File: config.mk
export PLATFORM = sky130hd
export DESIGN_NAME = collision_arbiter_flat
export DESIGN_NICKNAME = d
export VERILOG_FILES = /design/src/rtl/collision_arbiter_if.sv /design/src/rtl/collision_arbiter.sv /design/src/flat_wrapper.sv
export SDC_FILE = /design/constraint.sdc
export NUM_CORES = 1
export LEC_CHECK = 0
export CORE_MARGIN = 4
export CORE_UTILIZATION = 50
export CTS_CLUSTER_DIAMETER = 150
export DETAILED_ROUTE_END_ITERATION = 10
export HOLD_SLACK_MARGIN = 0.02
export PLACE_DENSITY = 0.7
export REMOVE_ABC_BUFFERS = 1
export SLEW_MARGIN = 20
export SYNTH_ARGS = -nofsm -noshare
export SYNTH_HDL_FRONTEND = slang
export SYNTH_SLANG_ARGS = --single-unit
File: constraint.sdc
create_clock -name clk -period 3.5 [get_ports clk]
set_input_delay 0.525 -clock clk [delete_from_list [all_inputs] [get_ports clk]]
set_output_delay 0.525 -clock clk [all_outputs]
set_load 0.1 [all_outputs]
File: src/rtl/collision_arbiter_if.sv
// Bundle of the frame-boundary, collision and grant signals that the
// collision arbiter exchanges with the game logic around it.
interface collision_arbiter_if;
  logic       startOfFrame;
  logic       pause;
  logic       collisionBallBottom;
  logic       collisionBallFlipper;
  logic       collisionBallSpring;
  logic       collisionBallBumper;
  logic       collisionBallObstacle;
  logic       collisionBallCredit;
  logic       collisionBallFrame;
  logic       eventValid;
  logic [2:0] eventId;
  logic [6:0] eventOneHot;
  logic [7:0] dropCount;

  // Game side: drives frame timing and collision pulses, consumes grants.
  modport master (
    output startOfFrame, pause,
    output collisionBallBottom, collisionBallFlipper, collisionBallSpring,
    output collisionBallBumper, collisionBallObstacle, collisionBallCredit,
    output collisionBallFrame,
    input  eventValid, eventId, eventOneHot, dropCount
  );

  // Arbiter side.
  modport slave (
    input  startOfFrame, pause,
    input  collisionBallBottom, collisionBallFlipper, collisionBallSpring,
    input  collisionBallBumper, collisionBallObstacle, collisionBallCredit,
    input  collisionBallFrame,
    output eventValid, eventId, eventOneHot, dropCount
  );
endinterface

File: src/rtl/collision_arbiter.sv
// Per-frame collision arbiter. Collision pulses are latched into sticky
// pending flags during a frame; at each startOfFrame the highest-priority
// pending source that is not cooling down is granted. Granted sources are
// masked for COOLDOWN_FRAMES evaluations, a BOTTOM grant clears every
// cooldown, and frames where more than one source was eligible are counted.
module collision_arbiter #(
  parameter int unsigned COOLDOWN_FRAMES = 4
) (
  input  logic          clk,
  input  logic          reset,
  collision_arbiter_if.slave bus
);

  localparam logic [2:0] COOL_LOAD = 3'(COOLDOWN_FRAMES);
  localparam logic [2:0] ID_BOTTOM = 3'd1;

  // Bit i of each vector belongs to source ID i+1 (bit 0 = BOTTOM).
  logic [6:0] collisions;
  logic [6:0] eligible;
  logic [2:0] winnerId;
  logic       multiEligible;

  logic [6:0] pendingQ, pendingD;
  logic [2:0] coolQ [7];
  logic [2:0] coolD [7];
  logic       eventValidQ, eventValidD;
  logic [2:0] eventIdQ, eventIdD;
  logic [6:0] eventOneHotQ, eventOneHotD;
  logic [7:0] dropCountQ, dropCountD;

  assign collisions = {bus.collisionBallFrame,    bus.collisionBallCredit,
                       bus.collisionBallObstacle, bus.collisionBallBumper,
                       bus.collisionBallSpring,   bus.collisionBallFlipper,
                       bus.collisionBallBottom};

  // Eligibility and fixed-priority winner, from pre-update pending/cooldown state.
  always_comb begin
    eligible = '0;
    for (int i = 0; i < 7; i++) begin
      eligible[i] = pendingQ[i] && (coolQ[i] == 3'd0);
    end
    winnerId = 3'd0;
    for (int i = 6; i >= 0; i--) begin
      if (eligible[i]) winnerId = 3'(i + 1);
    end
    // More than one bit set <=> clearing the lowest set bit leaves something.
    multiEligible = |(eligible & (eligible - 7'd1));
  end

  // Next-state: capture during the frame, evaluate and reload at the boundary.
  always_comb begin
    pendingD     = pendingQ;
    coolD        = coolQ;
    eventValidD  = 1'b0;
    eventIdD     = eventIdQ;
    eventOneHotD = eventOneHotQ;
    dropCountD   = dropCountQ;
    if (bus.startOfFrame) begin
      if (bus.pause) begin
        pendingD     = '0;
        eventIdD     = 3'd0;
        eventOneHotD = '0;
      end else begin
        // Collisions on the boundary cycle belong to the frame just starting.
        pendingD     = collisions;
        eventValidD  = (winnerId != 3'd0);
        eventIdD     = winnerId;
        eventOneHotD = '0;
        for (int i = 0; i < 7; i++) begin
          if (winnerId == 3'(i + 1)) eventOneHotD[i] = 1'b1;
        end
        if (multiEligible && (dropCountQ != 8'hFF)) begin
          dropCountD = dropCountQ + 8'd1;
        end
        for (int i = 0; i < 7; i++) begin
          if (winnerId == ID_BOTTOM) begin
            coolD[i] = 3'd0;
          end else if (winnerId == 3'(i + 1)) begin
            coolD[i] = COOL_LOAD;
          end else if (coolQ[i] != 3'd0) begin
            coolD[i] = coolQ[i] - 3'd1;
          end
        end
      end
    end else if (!bus.pause) begin
      pendingD = pendingQ | collisions;
    end
  end

  // State registers with synchronous reset overriding every other input.
  always_ff @(posedge clk) begin
    if (reset) begin
      pendingQ     <= '0;
      coolQ        <= '{default: 3'd0};
      eventValidQ  <= 1'b0;
      eventIdQ     <= 3'd0;
      eventOneHotQ <= '0;
      dropCountQ   <= 8'd0;
    end else begin
      pendingQ     <= pendingD;
      coolQ        <= coolD;
      eventValidQ  <= eventValidD;
      eventIdQ     <= eventIdD;
      eventOneHotQ <= eventOneHotD;
      dropCountQ   <= dropCountD;
    end
  end

  assign bus.eventValid  = eventValidQ;
  assign bus.eventId     = eventIdQ;
  assign bus.eventOneHot = eventOneHotQ;
  assign bus.dropCount   = dropCountQ;

endmodule

File: src/flat_wrapper.sv
// flat-port wrapper written by rule: the top's interface ports become plain ports
module collision_arbiter_flat 
#(
  parameter int unsigned COOLDOWN_FRAMES = 4
)
  (clk, reset, bus_startOfFrame, bus_pause, bus_collisionBallBottom, bus_collisionBallFlipper, bus_collisionBallSpring, bus_collisionBallBumper, bus_collisionBallObstacle, bus_collisionBallCredit, bus_collisionBallFrame, bus_eventValid, bus_eventId, bus_eventOneHot, bus_dropCount);
  collision_arbiter_if bus_i ();
  input  logic clk;
  input  logic reset;
  input wire logic [$bits(bus_i.startOfFrame)-1:0] bus_startOfFrame;
  input wire logic [$bits(bus_i.pause)-1:0] bus_pause;
  input wire logic [$bits(bus_i.collisionBallBottom)-1:0] bus_collisionBallBottom;
  input wire logic [$bits(bus_i.collisionBallFlipper)-1:0] bus_collisionBallFlipper;
  input wire logic [$bits(bus_i.collisionBallSpring)-1:0] bus_collisionBallSpring;
  input wire logic [$bits(bus_i.collisionBallBumper)-1:0] bus_collisionBallBumper;
  input wire logic [$bits(bus_i.collisionBallObstacle)-1:0] bus_collisionBallObstacle;
  input wire logic [$bits(bus_i.collisionBallCredit)-1:0] bus_collisionBallCredit;
  input wire logic [$bits(bus_i.collisionBallFrame)-1:0] bus_collisionBallFrame;
  output wire logic [$bits(bus_i.eventValid)-1:0] bus_eventValid;
  output wire logic [$bits(bus_i.eventId)-1:0] bus_eventId;
  output wire logic [$bits(bus_i.eventOneHot)-1:0] bus_eventOneHot;
  output wire logic [$bits(bus_i.dropCount)-1:0] bus_dropCount;
  assign bus_i.startOfFrame = bus_startOfFrame;
  assign bus_i.pause = bus_pause;
  assign bus_i.collisionBallBottom = bus_collisionBallBottom;
  assign bus_i.collisionBallFlipper = bus_collisionBallFlipper;
  assign bus_i.collisionBallSpring = bus_collisionBallSpring;
  assign bus_i.collisionBallBumper = bus_collisionBallBumper;
  assign bus_i.collisionBallObstacle = bus_collisionBallObstacle;
  assign bus_i.collisionBallCredit = bus_collisionBallCredit;
  assign bus_i.collisionBallFrame = bus_collisionBallFrame;
  assign bus_eventValid = bus_i.eventValid;
  assign bus_eventId = bus_i.eventId;
  assign bus_eventOneHot = bus_i.eventOneHot;
  assign bus_dropCount = bus_i.dropCount;
  collision_arbiter #(.COOLDOWN_FRAMES(COOLDOWN_FRAMES)) u_core (.clk(clk), .reset(reset), .bus(bus_i));
endmodule
## Word-level counts from Yosys, hierarchy flattened

Cells that the tools add are included.

| word-level totals | value |
|---|---|
| bits in registers | 47 |
| bits in latches | 0 |
| RAM bits | 0 |
| memory bits (read-only) | 0 |
| bits of input ports | 11 |
| output and inout port bits | 19 |
| word-level logic and storage cells | 113 |
| memories kept | 0 |

| operators by class | value |
|---|---|
| add/sub/neg operators | 9 |
| multiply operators | 0 |
| div/mod/pow operators | 0 |
| order comparisons | 0 |
| equal/unequal tests | 9 |
| shift operators | 0 |
| muxes and demuxes | 39 |
| bitwise operators | 4 |
| reduce and logical (&&, ||, !) cells | 40 |

Operators by type and width:

| cell | number |
|---|---|
| 2-to-1 mux 3 bit | 28 |
| nonzero test 3 bit | 14 |
| 2-to-1 mux 7 bit | 4 |
| AND reduction 3 bit | 8 |
| logical NOT 3 bit | 7 |
| subtractor 3 x 1 -> 3 bit, second input constant | 7 |
| == test 3 bit, second input constant | 4 |
| adder 8 x 1 -> 8 bit, second input constant | 1 |
| logical AND 1 bit | 8 |
| != test 8 bit, second input constant | 1 |
| bitwise AND 7 bit | 1 |
| 2-to-1 mux 1 bit | 7 |
| bitwise OR 7 bit | 1 |
| OR reduction 7 bit | 1 |
| subtractor 7 x 1 -> 7 bit, second input constant | 1 |
| == test 3 x 2 -> 1 bit, second input constant | 2 |
| == test 3 x 1 -> 1 bit, second input constant | 1 |
| OR reduction 3 bit | 1 |
| != test 2 bit, second input constant | 1 |
| NOT 1 bit | 2 |
| nonzero test 2 bit | 1 |

## Longest topological paths before layout

Gate-level depths: netlist of run 1.

| logic depth | value |
|---|---|
| word-level depth | 12 |
| mapped depth | 9 |

## Worst setup path before layout of run 1

OpenSTA, ideal clock, no wires.

| timing | value |
|---|---|
| path type | register -> register |
| start point | reg u_core.dropCountQ[0], in the netlist u_core.bus.dropCount[0] |
| end point | reg u_core.dropCountQ[0], in the netlist u_core.bus.dropCount[0] |
| library setup time | 0.123 ns |
| data arrival time | 2.275 ns |
| slack | 1.102 ns |
| stages on the path, launching flop included | 8 |
| buffers on the path | 0 |
| path through | dfxtp_1 ha_1 and3_1 nand2_1 or2_1 nand2_1 nor2_1 mux2_1 |

| between the ends | value |
|---|---|
| word-level cells in the longest chain between the ends | 3 |
| elaborated cells on any way between the ends | 4 |

Ends and longest elaborated chain:

| item | RTL line | text |
|---|---|---|
| from (decl) | collision_arbiter.sv:29 | `logic [7:0] dropCountQ, dropCountD;` |
| from (signal assigned) | collision_arbiter.sv:105 | `dropCountQ <= dropCountD;` |
| branches (longest 3 deep; another with adder 8 x 1 -> 8 bit) | -- |  |

Several ways; the timed one is not identified.
A chain may end at the register's enable or synchronous reset.

## Worst setup path after layout of run 1

| timing | value |
|---|---|
| start point | reg u_core.coolQ[18] (netlist name) |
| end point | reg u_core.dropCountQ[0], in the netlist u_core.bus.dropCount[0] |

| between the ends | value |
|---|---|
| word-level cells in the longest chain between the ends | 7 |

Ends and longest elaborated chain:

| item | RTL line | text |
|---|---|---|
| from (decl) | collision_arbiter.sv:24 | `logic [2:0] coolQ [7];` |
| from (signal assigned) | collision_arbiter.sv:101 | `coolQ <= coolD;` |
| logical NOT 3 bit * | collision_arbiter.sv:40 | `eligible[i] = pendingQ[i] && (coolQ[i] == 3'd0);` |
| logical AND 1 bit * | collision_arbiter.sv:40 |  |
| subtractor 7 x 1 -> 7 bit | collision_arbiter.sv:47 | `multiEligible = \|(eligible & (eligible - 7'd1));` |
| bitwise AND 7 bit * | collision_arbiter.sv:47 |  |
| OR reduction 7 bit * | collision_arbiter.sv:47 |  |
| logical AND 1 bit * | collision_arbiter.sv:72 | `if (multiEligible && (dropCountQ != 8'hFF)) begin` |
| AND reduction 3 bit (no line) * | -- |  |

Mark *: on every way between the ends. The rest lies on a longest branch, timed or not.

==> results.sh, run 1 <==
export IMPL_criticalPathCategory="flip-flop to flip-flop"
export IMPL_yosys_warnings=0
export IMPL_wire_per_inst_um=14.03
export IMPL_r2r_cells=10
export IMPL_start_util_pct=52.75
export IMPL_max_stage_delay_ns=0.36
export IMPL_ctsResizeCount=0
export IMPL_cts_sinks=47
export IMPL_root_buffer="clkbuf_8"
export IMPL_initialDrtViolationCount=125
export IMPL_yosysMostFrequentCell="dfxtp_1"
export IMPL_syn_mean_instance_area_um2=8.224
export IMPL_worst_slew_pin_slew_ns=0.9696
export IMPL_grt_pass1_vias=2116
export IMPL_yosys_most_used_dff="dfxtp_1"
export IMPL_rsz0062_at_grt="no"
export IMPL_place_hpwl_um=4141
export IMPL_cp_max_fo=13
export IMPL_worstPathArrival_ns=2.67
export IMPL_crit_path_end="u_core.bus.dropCount[0]"
export IMPL_syn_to_final_growth_pct=19.35
export IMPL_finalHoldViolCount=0
export IMPL_fillers=468
export IMPL_layout_drive_gt1_share_pct=6.745
export IMPL_cap_violations=0
export IMPL_yosysTopAreaCell="dfxtp_1"
export IMPL_htreeDepth=2
export IMPL_cts_setup_buffers=0
export IMPL_num_antenna_cells=0
export IMPL_dieWidth_um=79.29
export IMPL_synth_cell_types=47
export IMPL_outcome="complete, no violations"
export IMPL_gp_congestion=0.9121
export IMPL_p_leak_nw=1.130
export IMPL_crit_chain="inv_1, ha_1, ha_1, and2_1, buf_4, nor3_2, a31oi_1, a21oi_2, nor2_1, mux2_1"
export IMPL_fin_setup_tns_ns=0
export IMPL_regToRegSetupSlack_ns=1.02
export IMPL_timing_rr_end="u_core.bus.dropCount[0]"
export IMPL_crit_start="u_core.coolQ[18]"
export IMPL_grt_pass1_wl_um=9949
export IMPL_gr_total_overflow=0
export IMPL_slew_headroom_pct=35.16
export IMPL_cts_buffers=5
export IMPL_critPathMostFrequentCell="ha_1"
export IMPL_cts_tree="built"
export IMPL_wl_um=5725
export IMPL_antenna_found_initial=0
export IMPL_pin_count=30
export IMPL_r2r_start="u_core.coolQ[18]"
export IMPL_peakVddDrop_uv=226.5
export IMPL_grt_max_degree=31
export IMPL_synth_cells=309
export IMPL_synth_seq_cells=47
export IMPL_async_flop_share_pct=0
export IMPL_clock_path_buffers=2
export IMPL_critPathRequiredTime_ns=3.70
export IMPL_seq_area_frac_synth_pct=37.03
export IMPL_synth_area_mm2=0.002541
export IMPL_ff_latch_area_um2=940.9
export IMPL_grt_total_usage_pct=20.09
export IMPL_coreArea_mm2=0.004817
export IMPL_finalCritPeriodShare_pct=70.77
export IMPL_fmax_mhz=403.7
export IMPL_synth_top_cells_by_area="dfxtp_1, a21oi_1, ha_1"
export IMPL_yosys_top_cells_count="dfxtp_1, a21oi_1, nor2_1"
export IMPL_insertion_delay_ns=0.30
export IMPL_setup_viol=0
export IMPL_drcViolationCount=0
export IMPL_fp_row_count=25
export IMPL_report_power_total_mw=1.335
export IMPL_start_kind="flip-flop"
export IMPL_min_period_ns=2.477
export IMPL_path_clk_slew_ns=0.09
export IMPL_portBuffers=29
export IMPL_dieHeight_um=79.29
export IMPL_powerDensity_mw_per_mm2=440.2
export IMPL_multi_input_comb_area_mm2=0.001491
export IMPL_die_area_mm2=0.006287
export IMPL_fin_skew_ns=0.01165
export IMPL_detail_route_antenna_nets=0
export IMPL_vias=2225
export IMPL_cts_hold_buf=0
export IMPL_slowest_stage="dfxtp_1"
export IMPL_drv_slew=0
export IMPL_holdCritPathClass="flip-flop to flip-flop"
export IMPL_crit_path_end_kind="flip-flop"
export IMPL_nNetsFinal=366
export IMPL_viasPerCell=5.453
export IMPL_hold_slack_ns=0.4671
export IMPL_drt_pre_antenna_iters=4
export IMPL_synth_top_area_share_pct=37.03
export IMPL_synth_edf_count=0
[worst min-delay path by stage]
stage	slack (ns)	cells after the start	start	end
2_1_floorplan	0.43	1	u_core.coolQ[12]	u_core.coolQ[12]
3_3_place_gp	0.46	1	u_core.coolQ[12]	u_core.coolQ[12]
3_5_place_dp	0.45	1	u_core.coolQ[12]	u_core.coolQ[12]
4_1_cts	0.47	1	u_core.coolQ[12]	u_core.coolQ[12]
5_1_grt	0.49	1	u_core.coolQ[12]	u_core.coolQ[12]
6_report	0.47	1	u_core.coolQ[12]	u_core.coolQ[12]
[registers in the layout (all words and copies together), names as in the netlist]
register	count
u_core.bus.eventValid	1
u_core.bus.eventId	3
u_core.pendingQ	7
u_core.coolQ	21
u_core.bus.eventOneHot	7
u_core.bus.dropCount	8
[placed cells by master (no fill, tap or decap), types with 6 or more instances in the layout]
cell type and n:
clkbuf_8 6, a21oi_1 38, nor2_1 34, nor2b_1 16
clkdlybuf4s50_1 29, nand2b_1 17, inv_1 18, ha_1 15
nand3_1 9, nand2_1 15, o21ai_0 8, nor3_1 16
dfxtp_1 47
[metal layers]
layer	vias up	GRT usage [%]	wire length, um
li1	1141	-	-
met1	1028	26.71	2789
met2	52	32.49	2623
met3	4	3.855	254
met4	0	6.873	58
met5	-	0	0
[layout make-up]
type / count / area share [%]
repair buffers: 34 / 10.81
inverters: 19 / 2.351
well taps: 67 / 2.764
flip-flops and latches: 47 / 31.02
clock inverters: 2 / 1.155
clock buffers: 6 / 2.723
multi-input cells: 233 / 49.17
[cell families (layout without fill, tap and decap cells)]
logic type / Yosys count / count (layout) / synth area share [%]
compound gates: 73 / 73 / 17.28
fa+ha+maj: 16 / 16 / 7.829
buf+inv: 29 / 61 / 4.283
flops: 47 / 47 / 37.03
mux: 7 / 7 / 3.003
simple gates: 137 / 137 / 30.58
[critical path, delay by kind of cell, from the launching register on]
family	cells	cell delay [ns]
adder cells (fa/ha/maj)	2	0.43
AO/OA/AOI/OAI	2	0.45
buffers and inverters	2	0.23
AND/OR/NAND/NOR	3	0.59
multiplexers	1	0.33
flip-flops	1	0.36
[per-stage QoR]
step | cell area [um2] | worst slack, ns | instances | util [%]
final | 3033 | 1.023 | 408 | 62.96
after global routing | 3033 | 0.8097 | 408 | 62.96
after CTS | 3033 | 1.027 | 408 | 62.96
after detailed placement | 2915 | 0.9210 | 400 | 60.52
after global placement | 2915 | 0.9783 | 400 | 60.52
after floorplan | 2504 | 1.102 | 299 | -
[power by group]
group / total [mW] / internal (mW) / switching (mW)
clock: 0.414 / 0.231 / 0.183
combinational: 0.329 / 0.127 / 0.202
sequential: 0.592 / 0.564 / 0.0274
total: 1.33 / 0.923 / 0.412
Note: power is estimated with default switching activity, not from simulation.
==> run 2: changes to the inputs <==
--- a/config.mk
+++ b/config.mk
@@ -10,7 +10,7 @@
 export CTS_CLUSTER_DIAMETER = 150
 export DETAILED_ROUTE_END_ITERATION = 10
 export HOLD_SLACK_MARGIN = 0.02
-export PLACE_DENSITY = 0.7
+export PLACE_DENSITY = 0.72
 export REMOVE_ABC_BUFFERS = 1
 export SLEW_MARGIN = 20
 export SYNTH_ARGS = -nofsm -noshare
==> constraint.sdc (replaced) <==
create_clock -name clk -period 2.1 [get_ports clk]
set_input_delay 0.315 -clock clk [delete_from_list [all_inputs] [get_ports clk]]
set_output_delay 0.315 -clock clk [all_outputs]
set_load 0.1 [all_outputs]
==> run 2 against run 1 <==
Effect of this change:
- non-clock buffer count is 26 higher
- clock power rose by 20%
- sequential power rose by 68%
- critical endpoint is now u_core.bus.dropCount[5]
- critical path type unchanged
- highest routed layer unchanged
- flip-flop and latch count is the same
==> results.sh, run 2 (synthesis results as in run 1) <==
export IMPL_setup_viol=0
export IMPL_die_area_mm2=0.006287
export IMPL_regMostFlops="u_core.coolQ"
export IMPL_placed_cells=419
export IMPL_r2r_start="u_core.coolQ[4]"
export IMPL_layout_drive_gt1_share_pct=27.32
export IMPL_grt_total_usage_pct=19.05
export IMPL_hold_slack_ns=0.4728
export IMPL_instances_no_fill=433
export IMPL_fin_skew_ns=0.006058
export IMPL_detail_route_antenna_nets=0
export IMPL_cap_violations=0
export IMPL_gr_total_overflow=0
export IMPL_syn_to_final_growth_pct=30.82
export IMPL_finalHoldViolCount=0
export IMPL_nNetsFinal=393
export IMPL_fmax_mhz=491.9
export IMPL_cts_hold_buf=0
export IMPL_portBuffers=29
export IMPL_slew_headroom_pct=72.81
export IMPL_start_kind="flip-flop"
export IMPL_vias=2341
export IMPL_crit_chain="inv_2, ha_4, nand3b_4, buf_4, and4_4, a31oi_4, a21oi_2, or4_1, a21oi_1"
export IMPL_root_buffer="clkbuf_8"
export IMPL_p_leak_nw=1.304
export IMPL_pin_count=30
export IMPL_peakVddDrop_uv=330.6
export IMPL_criticalPathCategory="flip-flop to flip-flop"
export IMPL_power_internal_mw=1.493
export IMPL_rsz0062_at_grt="yes"
export IMPL_wl_um=6012
export IMPL_place_hpwl_um=4166
export IMPL_setup_ws_ns=0.06695
export IMPL_hold_depth=2
export IMPL_max_stage_delay_ns=0.51
export IMPL_gp_congestion=0.8324
export IMPL_layout_common_cells="buf_4, dfxtp_1, a21oi_1"
export IMPL_outcome="complete, no violations"
export IMPL_path_clk_slew_ns=0.08
export IMPL_finalCritPeriodShare_pct=96.81
export IMPL_grt_pass1_wl_um=9577
export IMPL_regToRegSetupSlack_ns=0.07
export IMPL_htreeDepth=2
export IMPL_holdCritPathClass="flip-flop to flip-flop"
export IMPL_dp_slack_ns=-0.03096
export IMPL_viasPerCell=5.406
export IMPL_fp_row_count=25
export IMPL_antenna_found_initial=0
export IMPL_crit_path_end_kind="flip-flop"
export IMPL_hp_start="u_core.bus.eventOneHot[2]"
export IMPL_power_frac_seq_pct=45.0
export IMPL_insertion_delay_ns=0.29
export IMPL_critPathRequiredTime_ns=2.33
export IMPL_wire_per_inst_um=13.88
export IMPL_start_util_pct=52.75
export IMPL_power_frac_comb_pct=32.6
export IMPL_worst_slew_pin_slew_ns=0.4026
export IMPL_min_delay_worst_endpoint="u_core.bus.eventOneHot[2]"
export IMPL_cp_max_fo=5
export IMPL_timing_rr_end="u_core.bus.dropCount[5]"
export IMPL_drt_pre_antenna_iters=4
export IMPL_critical_path_buf_inv_count=2
export IMPL_sw_frac_of_total_pct=32.56
export IMPL_grt_max_degree=51
export IMPL_dieHeight_um=79.29
export IMPL_report_power_total_mw=2.213
export IMPL_cts_tree="built"
export IMPL_initialDrtViolationCount=131
export IMPL_cts_sinks=47
export IMPL_dieWidth_um=79.29
export IMPL_num_antenna_cells=0
export IMPL_r2r_cells=9
export IMPL_power_switching_mw=0.7206
export IMPL_dpl_cell_area_mm2=0.003035
export IMPL_powerDensity_mw_per_mm2=665.7
export IMPL_grt_pass1_vias=2088
export IMPL_coreArea_mm2=0.004817
export IMPL_drv_slew=0
export IMPL_worstPathArrival_ns=2.26
export IMPL_largest_reg_flops=21
export IMPL_slowest_stage="or4_1"
export IMPL_drcViolationCount=0
export IMPL_cts_buffers=5
export IMPL_clock_path_buffers=2
export IMPL_layout_commonest_cell="buf_4"
export IMPL_power_frac_clock_pct=22.4
export IMPL_finalInstanceArea_mm2=0.003324
export IMPL_critPathTopFamily="simple AND/OR/NAND/NOR gates"
export IMPL_min_period_ns=2.033
run 2: cell types whose count changed in the layout (fill, tap and decap cells not counted), moves of 4 or more:
cell / before / now
buf_4: 5 / 47
clkdlybuf4s50_1: 29 / 10
dfxtp_1: 47 / 38
dfxtp_2: 0 / 9
inv_1: 18 / 11
inv_2: 1 / 8
ha_1: 15 / 9
ha_4: 0 / 4
run 2: cell type report:
cell class                 count  area, um2
multi-input combinational    234       1640
fill                         417       1493
sequential                    47      952.2
timing repair buffer          60      504.2
tap                           67      83.83
clock buffer                   6      72.57
inverter                      19      71.32
run 2: repair_timing:
item / in CTS / in global routing
buffers inserted: 0 / 7
gates resized for setup: 0 / 44
endpoints found under the setup margin: 6 / 15
gates cloned: 0 / 1
pin swaps: 2 / 14
run 2: tightest hold or removal path, stage by stage, from the launching register on:
cell and delay [ns]:
dfxtp_1 0.31, nand2b_1 0.06, a21oi_1 0.05
run 2: worst max path at each step:
stage | endpoint | depth (start not counted) | start | slack, ns
floorplan | u_core.bus.dropCount[0] | 7 | u_core.bus.dropCount[0] | -0.30
global placement | u_core.bus.dropCount[0] | 9 | u_core.coolQ[18] | 0.03
detailed placement | u_core.bus.dropCount[0] | 9 | u_core.coolQ[18] | -0.03
CTS | u_core.bus.dropCount[7] | 8 | u_core.coolQ[9] | 0.001
global route | u_core.bus.dropCount[3] | 10 | u_core.coolQ[19] | -0.04
finish | u_core.bus.dropCount[5] | 9 | u_core.coolQ[4] | 0.07
run 2: layer usage:
| layer | up-vias | GRT usage [%] | wire (um) |
|---|---|---|---|
| li1 | 1191 | - | - |
| met1 | 1075 | 23.90 | 2719 |
| met2 | 67 | 32.07 | 2856 |
| met3 | 8 | 4.649 | 370 |
| met4 | 0 | 6.014 | 65 |
| met5 | - | 0 | 0 |
run 2: power by group through the flow:
stage,logic (mW),registers [mW],clock network (mW)
5_1_grt,0.794,1.01,0.542
3_3_place_gp,0.581,1.00,0
4_1_cts,0.594,0.986,0.513
3_5_place_dp,0.588,1.01,0
2_1_floorplan,0.340,1.05,0
6_report,0.721,0.996,0.496
run 2: per-stage QoR:
step	TNS [ns]	util, %
global route	-0.09643	69.01
global placement	0	63.01
finish	0	69.01
floorplan	-1.598	-
detailed placement	-0.1088	63.01
CTS	0	64.52
